===== src/rtl/load_store_unit_if.sv =====
// Request/response and data-memory signals of the load/store unit.
// slave = the unit itself, master = execute stage plus memory side.
interface load_store_unit_if #(
  parameter int ADDR_WIDTH = 64,
  parameter int DATA_WIDTH = 64
);
  logic                  req_valid;
  logic                  req_ready;
  logic                  req_store;
  logic [2:0]            req_funct3;
  logic [ADDR_WIDTH-1:0] req_addr;
  logic [DATA_WIDTH-1:0] req_wdata;

  logic                  resp_valid;
  logic [DATA_WIDTH-1:0] resp_rdata;
  logic                  resp_err;

  logic [ADDR_WIDTH-1:0] mem_address;
  logic                  mem_WE;
  logic [DATA_WIDTH-1:0] mem_dIn;
  logic [DATA_WIDTH-1:0] mem_dout;

  modport slave (
    input  req_valid, req_store, req_funct3, req_addr, req_wdata, mem_dout,
    output req_ready, resp_valid, resp_rdata, resp_err, mem_address, mem_WE, mem_dIn
  );

  modport master (
    output req_valid, req_store, req_funct3, req_addr, req_wdata, mem_dout,
    input  req_ready, resp_valid, resp_rdata, resp_err, mem_address, mem_WE, mem_dIn
  );
endinterface


===== src/rtl/load_store_unit.sv =====
// RV64 load/store onto a 64-bit memory port; sub-doubleword stores by read-modify-write.
// 2 cycles for loads/SD, 3 for sub-word stores, 1 for errors; one request in flight, req_ready only in IDLE.
module load_store_unit #(
  parameter int ADDR_WIDTH = 64,
  parameter int DATA_WIDTH = 64
) (
  input logic              clk,
  input logic              rst_n,
  load_store_unit_if.slave lsu
);
  typedef enum logic [2:0] {IDLE, LOAD, RMW_RD, WRITE, RESP} state_e;

  typedef struct packed {
    logic                  store;
    logic [2:0]            funct3;
    logic [ADDR_WIDTH-1:0] addr;
    logic [DATA_WIDTH-1:0] wdata;
  } req_t;

  state_e                state_q, state_d;
  req_t                  req_q, req_d;
  logic [DATA_WIDTH-1:0] rdword_q, rdword_d;
  logic [DATA_WIDTH-1:0] rdata_q, rdata_d;
  logic                  err_q, err_d;

  logic                  accept;
  logic                  misaligned;
  logic                  illegal;
  logic                  bad_req;
  logic [5:0]            lane_shift;
  logic [DATA_WIDTH-1:0] lane_data;
  logic [DATA_WIDTH-1:0] load_ext;
  logic [DATA_WIDTH-1:0] byte_mask;
  logic [DATA_WIDTH-1:0] merged;

  assign accept     = lsu.req_valid && (state_q == IDLE);
  assign lane_shift = {req_q.addr[2:0], 3'b000};
  assign lane_data  = lsu.mem_dout >> lane_shift;

  always_comb begin
    misaligned = 1'b0;
    case (lsu.req_funct3[1:0])
      2'b01:   misaligned = lsu.req_addr[0];
      2'b10:   misaligned = |lsu.req_addr[1:0];
      2'b11:   misaligned = |lsu.req_addr[2:0];
      default: misaligned = 1'b0;
    endcase
    illegal = (lsu.req_funct3 == 3'b111) || (lsu.req_store && lsu.req_funct3[2]);
    bad_req = misaligned || illegal;
  end

  // Load extension and store byte-lane merge both work on the lane shifted to bit 0.
  always_comb begin
    load_ext = lane_data;
    case (req_q.funct3)
      3'b000:  load_ext = {{(DATA_WIDTH-8){lane_data[7]}},   lane_data[7:0]};
      3'b001:  load_ext = {{(DATA_WIDTH-16){lane_data[15]}}, lane_data[15:0]};
      3'b010:  load_ext = {{(DATA_WIDTH-32){lane_data[31]}}, lane_data[31:0]};
      3'b100:  load_ext = {{(DATA_WIDTH-8){1'b0}},  lane_data[7:0]};
      3'b101:  load_ext = {{(DATA_WIDTH-16){1'b0}}, lane_data[15:0]};
      3'b110:  load_ext = {{(DATA_WIDTH-32){1'b0}}, lane_data[31:0]};
      default: load_ext = lane_data;
    endcase

    byte_mask = '1;
    case (req_q.funct3[1:0])
      2'b00:   byte_mask = {{(DATA_WIDTH-8){1'b0}},  8'hFF};
      2'b01:   byte_mask = {{(DATA_WIDTH-16){1'b0}}, 16'hFFFF};
      2'b10:   byte_mask = {{(DATA_WIDTH-32){1'b0}}, 32'hFFFF_FFFF};
      default: byte_mask = '1;
    endcase
    byte_mask = byte_mask << lane_shift;
    merged    = (rdword_q & ~byte_mask) | ((req_q.wdata << lane_shift) & byte_mask);
  end

  always_ff @(posedge clk) begin
    if (!rst_n) begin
      state_q  <= IDLE;
      req_q    <= '0;
      rdword_q <= '0;
      rdata_q  <= '0;
      err_q    <= 1'b0;
    end else begin
      state_q  <= state_d;
      req_q    <= req_d;
      rdword_q <= rdword_d;
      rdata_q  <= rdata_d;
      err_q    <= err_d;
    end
  end

  always_comb begin
    state_d = state_q;
    case (state_q)
      IDLE: begin
        if (accept) begin
          if (bad_req)                      state_d = RESP;
          else if (!lsu.req_store)          state_d = LOAD;
          else if (lsu.req_funct3 == 3'b011) state_d = WRITE;
          else                              state_d = RMW_RD;
        end
      end
      LOAD:    state_d = RESP;
      RMW_RD:  state_d = WRITE;
      WRITE:   state_d = RESP;
      RESP:    state_d = IDLE;
      default: state_d = IDLE;
    endcase
  end

  // Response fields change only on the edge that enters RESP, so they hold between responses.
  always_comb begin
    req_d    = req_q;
    rdword_d = rdword_q;
    rdata_d  = rdata_q;
    err_d    = err_q;
    case (state_q)
      IDLE: begin
        if (accept) begin
          req_d.store  = lsu.req_store;
          req_d.funct3 = lsu.req_funct3;
          req_d.addr   = lsu.req_addr;
          req_d.wdata  = lsu.req_wdata;
          if (bad_req) begin
            rdata_d = '0;
            err_d   = 1'b1;
          end
        end
      end
      LOAD: begin
        rdata_d = load_ext;
        err_d   = 1'b0;
      end
      RMW_RD: rdword_d = lsu.mem_dout;
      WRITE: begin
        rdata_d = '0;
        err_d   = 1'b0;
      end
      default: ;
    endcase
  end

  always_comb begin
    lsu.req_ready   = (state_q == IDLE);
    lsu.resp_valid  = (state_q == RESP);
    lsu.resp_rdata  = rdata_q;
    lsu.resp_err    = err_q;
    lsu.mem_address = {req_q.addr[ADDR_WIDTH-1:3], 3'b000};
    lsu.mem_WE      = (state_q == WRITE);
    lsu.mem_dIn     = '0;
    if (state_q == WRITE) begin
      lsu.mem_dIn = (req_q.funct3[1:0] == 2'b11) ? req_q.wdata : merged;
    end
  end
endmodule

===== src/flat_wrapper.sv =====
// flat-port wrapper written by rule: the top's interface ports become plain ports
module load_store_unit_flat 
#(
  parameter int ADDR_WIDTH = 64,
  parameter int DATA_WIDTH = 64
)
  (clk, rst_n, lsu_req_valid, lsu_req_store, lsu_req_funct3, lsu_req_addr, lsu_req_wdata, lsu_mem_dout, lsu_req_ready, lsu_resp_valid, lsu_resp_rdata, lsu_resp_err, lsu_mem_address, lsu_mem_WE, lsu_mem_dIn);
  load_store_unit_if #(.ADDR_WIDTH(ADDR_WIDTH), .DATA_WIDTH(DATA_WIDTH)) lsu_i ();
  input logic clk;
  input logic rst_n;
  input wire logic [$bits(lsu_i.req_valid)-1:0] lsu_req_valid;
  input wire logic [$bits(lsu_i.req_store)-1:0] lsu_req_store;
  input wire logic [$bits(lsu_i.req_funct3)-1:0] lsu_req_funct3;
  input wire logic [$bits(lsu_i.req_addr)-1:0] lsu_req_addr;
  input wire logic [$bits(lsu_i.req_wdata)-1:0] lsu_req_wdata;
  input wire logic [$bits(lsu_i.mem_dout)-1:0] lsu_mem_dout;
  output wire logic [$bits(lsu_i.req_ready)-1:0] lsu_req_ready;
  output wire logic [$bits(lsu_i.resp_valid)-1:0] lsu_resp_valid;
  output wire logic [$bits(lsu_i.resp_rdata)-1:0] lsu_resp_rdata;
  output wire logic [$bits(lsu_i.resp_err)-1:0] lsu_resp_err;
  output wire logic [$bits(lsu_i.mem_address)-1:0] lsu_mem_address;
  output wire logic [$bits(lsu_i.mem_WE)-1:0] lsu_mem_WE;
  output wire logic [$bits(lsu_i.mem_dIn)-1:0] lsu_mem_dIn;
  assign lsu_i.req_valid = lsu_req_valid;
  assign lsu_i.req_store = lsu_req_store;
  assign lsu_i.req_funct3 = lsu_req_funct3;
  assign lsu_i.req_addr = lsu_req_addr;
  assign lsu_i.req_wdata = lsu_req_wdata;
  assign lsu_i.mem_dout = lsu_mem_dout;
  assign lsu_req_ready = lsu_i.req_ready;
  assign lsu_resp_valid = lsu_i.resp_valid;
  assign lsu_resp_rdata = lsu_i.resp_rdata;
  assign lsu_resp_err = lsu_i.resp_err;
  assign lsu_mem_address = lsu_i.mem_address;
  assign lsu_mem_WE = lsu_i.mem_WE;
  assign lsu_mem_dIn = lsu_i.mem_dIn;
  load_store_unit #(.ADDR_WIDTH(ADDR_WIDTH), .DATA_WIDTH(DATA_WIDTH)) u_core (.clk(clk), .rst_n(rst_n), .lsu(lsu_i));
endmodule

===== config.mk =====
export PLATFORM = sky130hd
export DESIGN_NAME = load_store_unit_flat
export DESIGN_NICKNAME = d
export VERILOG_FILES = /design/src/rtl/load_store_unit_if.sv /design/src/rtl/load_store_unit.sv /design/src/flat_wrapper.sv
export SDC_FILE = /design/constraint.sdc
export NUM_CORES = 1
export LEC_CHECK = 0
export CORE_AREA = 8 8 168 170
export DETAILED_ROUTE_END_ITERATION = 6
export DIE_AREA = 0 0 176 178
export DONT_BUFFER_PORTS = 1
export PLACE_DENSITY = 0.74
export SLEW_MARGIN = 20
export SYNTH_ARGS = -nofsm -noshare
export SYNTH_HDL_FRONTEND = slang
export SYNTH_SLANG_ARGS = --single-unit

===== constraint.sdc =====
create_clock -name clk -period 3.78 [get_ports clk]
set_input_delay 0.567 -clock clk [delete_from_list [all_inputs] [get_ports clk]]
set_output_delay 0.567 -clock clk [all_outputs]
set_load 0.01 [all_outputs]

**Word level (Yosys, flattened, before mapping)**

Cells that the tools add are included.

- Bitwise operators: 4
- Eq/ne operators: 19
- Multiplexer cells: 16
- Shift-type cells: 3
- Reductions and logical operators: 15

Operator list:

| kind | number |
|---|---|
| $pmux 64 s3 | 2 |
| $pmux 64 s6 | 1 |
| $mux 64 | 4 |
| $and 64x64->64 | 2 |
| $shl 64x6->64 | 2 |
| $not 64->64 | 1 |
| $or 64x64->64 | 1 |
| $shr 64x6->64 | 1 |
| $eq 3x3->1 const B | 5 |
| $eq 3x2->1 const B | 4 |
| $mux 3 | 3 |
| $pmux 3 s3 | 1 |
| $eq 2x2->1 const B | 4 |
| $eq 3x1->1 const B | 2 |
| $logic_not 3->1 | 2 |
| $reduce_and 3->1 | 2 |
| $eq 2x1->1 const B | 2 |
| $ne 2x1->1 const B | 2 |
| $reduce_or 2->1 | 2 |
| $mux 1 | 3 |
| $pmux 1 s3 | 1 |
| $reduce_bool 3->1 | 1 |
| $reduce_or 3->1 | 1 |
| $logic_and 1x1->1 | 2 |
| other kinds (5) | 6 |

- Register bits: 263
- Word-level logic and storage cells: 64

**Longest topological paths before layout**

Gate-level depths: netlist of run 1.

- Word-level depth: 8
- Depth in mapped cells: 10
- Gate-level depth less buffers: 6

**Worst setup path before layout of run 1**

OpenSTA, ideal clock, no wires.

- Kind: reg-to-output
- From: reg u_core.req_q, in the netlist u_core.lane_shift[3]
- To: out lsu_mem_dIn[24]
- Data required time: 3.213 ns
- Setup slack: 1.408 ns
- Path buffers: 5
- Cell stages (with the launch flop): 9
- Arrival: 1.805 ns
- Cell sequence: dfxtp_1 -> buf_4 -> buf_6 -> buf_4 -> buf_4 -> buf_4 -> mux2i_1 -> mux2i_1 -> a211oi_1

- Longest elaborated chain between the ends: 6
- Elaborated cells between the ends (all ways): 8

RTL lines:

| element | line | source |
|---|---|---|
| start: declaration | load_store_unit.sv:21 | `req_t req_q, req_d;` |
| start signal: assignment | load_store_unit.sv:85 | `req_q <= req_d;` |
| $shl 64x6->64 | load_store_unit.sv:72 | `byte_mask = byte_mask << lane_shift;` |
| $not 64->64 | load_store_unit.sv:73 | `merged = (rdword_q & ~byte_mask) \| ((req_q.wdata << lane_shift) & byte_mask);` |
| $and 64x64->64 | load_store_unit.sv:73 |  |
| $or 64x64->64 (*) | load_store_unit.sv:73 |  |
| $mux 64 (*) | load_store_unit.sv:152 | `lsu.mem_dIn = (req_q.funct3[1:0] == 2'b11) ? req_q.wdata : merged;` |
| $mux 64 (*) | load_store_unit.sv:151 | `if (state_q == WRITE) begin` |
| end: declaration | flat_wrapper.sv:23 | `output wire logic [$bits(lsu_i.mem_dIn)-1:0] lsu_mem_dIn;` |

Mark *: on every way between the ends. The rest lies on a longest branch, timed or not.

**Worst setup path after layout of run 1**

- From: reg u_core.req_q, in the netlist u_core.lane_shift[4]
- To: out lsu_mem_dIn[38]

Same word-level chain as after synthesis.

==> metrics.txt, run 1 <==
most frequent CP cell=buf_4; DRT Wirelength=around 56000 um; Total GRT Usage=33.5%; post-layout minimum cycle time=3.61 ns; starting density of the core=57.9%; Post-synth EDFFs=0; first-pass GRT wire length=81000 um; top_reg_cell synth=dfxtp_1; Synth Register Bits=263; number of port buffers=0; top post-synthesis cells by area=dfxtp_1 35%, nand2_1 14%, a21oi_1 9.8%; area growth from synthesis to layout=5.11%; clk root buf=clkbuf_16; Nets=1962; DP HPWL=about 41000 um; worst-path fanout max=42; Site Rows=59; most numerous cell in the Yosys netlist=nand2_1; Die ar.=31300 sq um; via count=13700; sum of buffers and inverters on the critical path=2; Mapped Area=14800 sq um; Slowest-stage cell, CP=dfxtp_4; Max Freq=277 MHz; I/O pins=between 300 and 400; vias per cell=6.48; maxcap violations=0; RSZ-0062 raised after global routing=false; CP delay by family, top=compound AO/OA/AOI/OAI gates; YS warnings=0; Core Box Area=25600 sq um; worst-margin pin slew=1.04 ns; P_leak=5.46 nW; slowest stage delay, CP=between 0.7 and 0.8 ns; pre-CTS setup slack=0.789 ns; number of DRC violations after detailed-routing iteration 0=1669; final worst setup slack=between 0.15 and 0.2 ns; share of layout cells above drive strength 1=between 10% and 20%; Setup crit start kind=flop; Yosys top cell area share=35.5%; TritonRoute pass-1 iters=6; H-tree depth=1; Antenna Cells=0; fin. max-slew vios=0; Yosys cell types=61; Crit Path Category=reg -> out; Die Height=approximately 180 um; Setup TNS=0 ns; Post-CTS Hold Fix Bufs=0; worst-skew pair later-pin latency=0.57 ns; clock tree from TritonCTS=done; cts bufs inserted=29; fraction of registers with async set/reset=0%; synthesized area per cell=a little under 8 sq um; leading area contributor after synthesis=dfxtp_1; antenna-violating nets left=0; GPL Wtd Cong=1.01; Hold Violations, Final=0; Tcrit/Tclk final=95.6%; clock buffer depth=3; Max VDD drop=about 510 uV; Pwr per Cell Area=458 nW/um^2; headroom to the max-slew limit=a little under a third; # setup viols final=0; worst-path cell chain=nor2_2 > a22oi_1 > o221ai_1 > buf_4 > o221a_2 > o31ai_1 > buf_4; clock sinks=263; DR DRC count=0; Worst EP required=3.21 ns; vias in the first global route=13100; register area share after synthesis=35.5%; status=complete, no violations; min-delay worst type=in -> reg; GR Overflow Total=0; CP Capture Type=primary output; synth cell count leaders=559 x nand2_1, 291 x a21oi_1, 263 x dfxtp_1; Arr. time, crit path=a little over 3 ns; WL per Instance=26.3 um; Max Clock Skew=0.0151 ns; gate count of the mapped netlist=1897; largest net degree at the start of global routing=about 130; Worst-path clk slew=0.07 ns; initial antenna violation count=2; Die W=176 um
## layout make-up
class	count	area (sq um)
Sequential cell	263	5280
Multi-Input combinational cell	1385	8250
Inverter	25	98.8
Fill cell	2323	10000
Clock inverter	13	176
Timing Repair Buffer	59	504
Tap cell	335	419
Clock buffer	40	868
## placed cells by master, fill, tap and decap left out, types with 5 or more instances in the layout
| cell | synthesis | layout |
|---|---|---|
| nand2_1 | 559 | 556 |
| a21oi_1 | 291 | 291 |
| dfxtp_1 | 263 | 260 |
| mux2i_1 | 104 | 104 |
| nor2_1 | 74 | 73 |
| buf_4 | 76 | 54 |
| o211ai_1 | 39 | 39 |
| mux4_2 | 32 | 32 |
| mux2_2 | 31 | 31 |
| o21ai_0 | 31 | 31 |
| o21ai_2 | 31 | 31 |
| clkbuf_16 | 0 | 30 |
| inv_1 | 23 | 23 |
| o21a_1 | 20 | 20 |
| o211a_1 | 16 | 16 |
| a211oi_1 | 16 | 16 |
| nand3_1 | 15 | 15 |
| o31ai_1 | 14 | 13 |
| a22oi_1 | 12 | 12 |
| o22ai_1 | 10 | 9 |
| a32o_1 | 8 | 8 |
| o2bb2ai_1 | 8 | 8 |
| o221ai_1 | 8 | 8 |
| clkbuf_8 | 0 | 8 |
| nor2b_1 | 7 | 7 |
| and2_1 | 7 | 6 |
| a2bb2oi_1 | 6 | 6 |
| o221a_2 | 5 | 5 |
## kinds of logic after synthesis
| kind of cell | Yosys count | share of synthesized area, % |
|---|---|---|
| flops | 263 | 35.5 |
| compound gates | 533 | 22.9 |
| buf+inv | 251 | 9.24 |
| other cells | 1 | 0.0253 |
| simple gates | 682 | 18.1 |
| mux | 167 | 14.2 |
## per-layer routing
layer / global-route usage, % / wire, um / vias up
met4: 11.8 / 1970 / 2
met5: 0 / 18 / -
met3: 11.7 / 7140 / 116
met1: 40.6 / 20600 / 6526
li1: - / - / 6221
met2: 54.5 / 26000 / 866
## state kept, by name (all words and copies together) (netlist names)
| signal | cells |
|---|---|
| u_core.rdword_q | 64 |
| u_core.state_q | 3 |
| u_core.req_q | 67 |
| u_core.lane_shift | 3 |
| u_core.lsu.resp_err | 1 |
| u_core.lsu.mem_address | 61 |
| u_core.lsu.resp_rdata | 64 |
## report_power, final
part           switching [W]  leakage [nW]  internal (W)
clock                0.00122         0.515       0.00182
combinational       0.000619          2.80      0.000380
sequential          0.000210          2.14       0.00289
## timing repair
action                                 in CTS  in global routing
resized for setup                           0                  1
setup endpoints to repair                   0                  2
endpoints found under the hold margin       0                  0
buffers inserted                            0                  1
## metrics by stage
step	hold WS [ns]	util [%]	instance area [sq um]	instances	power [W]
6_report	0.124	60.9	15600	2120	0.00715
5_1_grt	0.110	60.9	15600	2120	0.00738
4_1_cts	0.0988	60.7	15600	2119	0.00716
3_5_place_dp	0.451	56.7	14500	2066	0.00413
3_3_place_gp	0.449	56.7	14500	2066	0.00412
2_1_floorplan	0.433	-	14800	1899	0.00393
## worst paths after layout
path | cells past startpoint | end | slack [ns] | start
max | 7 | lsu_mem_dIn[38] | 0.17 | u_core.lane_shift[4]$_SDFFE_PN0P_
min | 2 | u_core.req_q[26]$_SDFFE_PN0P_ | 0.12 | lsu_req_wdata[26]
max reg2reg | 8 | u_core.lsu.resp_rdata[63]$_SDFFE_PN0P_ | 1.00 | u_core.lane_shift[3]$_SDFFE_PN0P_
min reg2reg | 2 | u_core.rdword_q[49]$_SDFFE_PN0P_ | 0.46 | u_core.rdword_q[49]$_SDFFE_PN0P_
No activity file was read; power rests on OpenSTA's default activity.
==> run 2, diff against run 1 <==
HOLD_SLACK_MARGIN = 0.02   (was default)
SETUP_SLACK_MARGIN = 0.15   (was default)
==> metrics.txt, run 2 (synthesized netlist as in run 1, its figures left out) <==
Crit Path Category=reg -> out; GPL Wtd Cong=1.01 (unchanged); hold slack final=0.121 ns (-0.00303 ns); Hold Violations, Final=0 (unchanged); P_int=0.00510 W (+0.17%); DRT Wirelength=56200 um (+0.82%); Setup TNS=0 ns (unchanged); DP HPWL=41000 um (unchanged); vias per cell=6.47 (about the same); P_leak=5.49 nW (+0.65%); DR DRC count=0 (unchanged); worst-margin pin slew=1.04 ns (+0.00760 ns); CP Capture Type=primary output; TritonRoute pass-1 iters=7 (+1); maxcap violations=0 (unchanged); starting density of the core=57.9% (unchanged); post-layout minimum cycle time=3.41 ns (-0.198 ns); min-delay worst type=in -> reg; H-tree depth=1 (unchanged); Hold Path Depth=2 (unchanged); area growth from synthesis to layout=5.70%; Net Sw Frac=28.8% (+0.087 points); RSZ-0062 raised after global routing=false; Comb power frac=14.2% (+0.2 points); Site Rows=59 (unchanged); clock buffer depth=3 (unchanged); Max Clock Skew=0.0150 ns (-0.0000715 ns); Tcrit/Tclk final=90.3% (-5.2 points); Top reg by flops=u_core.req_q; part of the power in registers=43.3% (about the same); pre-CTS setup slack=0.789 ns (unchanged); clock sinks=263 (unchanged); Area after DPL=14500 sq um (unchanged); headroom to the max-slew limit=30.4% (-0.51 points); Clock Power Share=42.5% (about the same); Pwr per Cell Area=457 nW/um^2 (-0.27%); Die W=176 um (unchanged); final instance area=15700 sq um (+0.56%); Arr. time, crit path=2.85 ns (-0.19 ns); status=complete, no violations; WL per Instance=26.5 um (+0.68%); final worst setup slack=0.366 ns (+0.198 ns); clock tree from TritonCTS=done; Total GRT Usage=33.5% (unchanged); clk root buf=clkbuf_16; antenna-violating nets left=0 (unchanged); Die Height=178 um (unchanged); number of port buffers=0 (unchanged); Post-CTS Hold Fix Bufs=0 (unchanged); Worst-path clk slew=0.07 ns (about the same); Antenna Cells=0 (unchanged); share of layout cells above drive strength 1=13.4% (+0.26 points); # setup viols final=0 (unchanged); P_sw=0.00206 W (+0.59%); Max VDD drop=509 uV (-0.18%); number of DRC violations after detailed-routing iteration 0=1669 (unchanged); initial antenna violation count=2 (unchanged); reg2reg path depth=7 (-1); I/O pins=395 (unchanged); most frequent cells in the layout=556 x nand2_1, 291 x a21oi_1, 259 x dfxtp_1, 104 x mux2i_1, 73 x nor2_1; Largest register FFs=67 (unchanged); Core Box Area=25600 sq um (unchanged); vias in the first global route=13100 (unchanged); Nets=1965 (+0.15%); worst-skew pair later-pin latency=0.58 ns (about the same); largest net degree at the start of global routing=131 (unchanged); Worst EP required=3.21 ns (about the same); first-pass GRT wire length=81000 um (unchanged); GR Overflow Total=0 (unchanged); worst-path fanout max=53 (+26%); cts bufs inserted=29 (unchanged); most common cell after layout, fill and taps aside=nand2_1; Setup crit start kind=flop; Die ar.=31300 sq um (unchanged); fin. max-slew vios=0 (unchanged); via count=13700 (+0.073%); Max Freq=293 MHz (+5.8%)
run 2: changes by cell type in the layout (fill, tap and decap cells not counted), sizes merged:
| cell | delta |
|---|---|
| buf | +2 |
| clkbuf | +1 |
run 2: area by class of cell:
class	instances	area [sq um]
Fill cell	2304	9930
Multi-Input combinational cell	1385	8260
Sequential cell	263	5280
Clock buffer	40	868
Timing Repair Buffer	62	584
Tap cell	335	419
Clock inverter	13	176
Inverter	25	98.8
run 2: final timing paths:
| path | startpoint | to | slack (ns) |
|---|---|---|---|
| max | u_core.lane_shift[4]$_SDFFE_PN0P_ | lsu_mem_dIn[53] | 0.37 |
| min | lsu_req_wdata[30] | u_core.req_q[30]$_SDFFE_PN0P_ | 0.12 |
| max reg2reg | u_core.lane_shift[3]$_SDFFE_PN0P_ | u_core.lsu.resp_rdata[63]$_SDFFE_PN0P_ | 1.02 |
| min reg2reg | u_core.rdword_q[49]$_SDFFE_PN0P_ | u_core.rdword_q[49]$_SDFFE_PN0P_ | 0.46 |
run 2: power by group through the flow:
stage                     sequential (W)  combinational (W)  clock [W]
final                            0.00310            0.00102    0.00305
after global routing             0.00311            0.00110    0.00319
after CTS                        0.00310           0.000974    0.00308
after detailed placement         0.00316           0.000973          0
after global placement           0.00316           0.000956          0
after floorplan                  0.00303           0.000901          0
run 2: timing repair:
action / CTS / global route
buffers inserted: 0 / 3
setup endpoints to repair: 0 / 15
gates resized for setup: 0 / 4
run 2: layer usage:
layer / wire length, um / track usage, %
met5: 18 / 0
met4: 2060 / 11.8
met3: 7280 / 11.7
met2: 26100 / 54.5
met1: 20700 / 40.6
run 2: worst max-delay path, stage by stage, from the launching register on:
cell       delay, ns
dfxtp_4         0.61
buf_12          0.35
mux2i_1         0.15
o2bb2ai_1       0.34
nand2_1         0.11
o211a_1         0.15
o31ai_1         0.54
run 2: metrics by stage:
stage | std cells | util (%) | total power [W]
2_1_floorplan | 1899 | - | 0.00393
3_3_place_gp | 2066 | 56.7 | 0.00412
3_5_place_dp | 2066 | 56.7 | 0.00413
4_1_cts | 2119 | 60.7 | 0.00716
5_1_grt | 2123 | 61.2 | 0.00740
6_report | 2123 | 61.2 | 0.00717
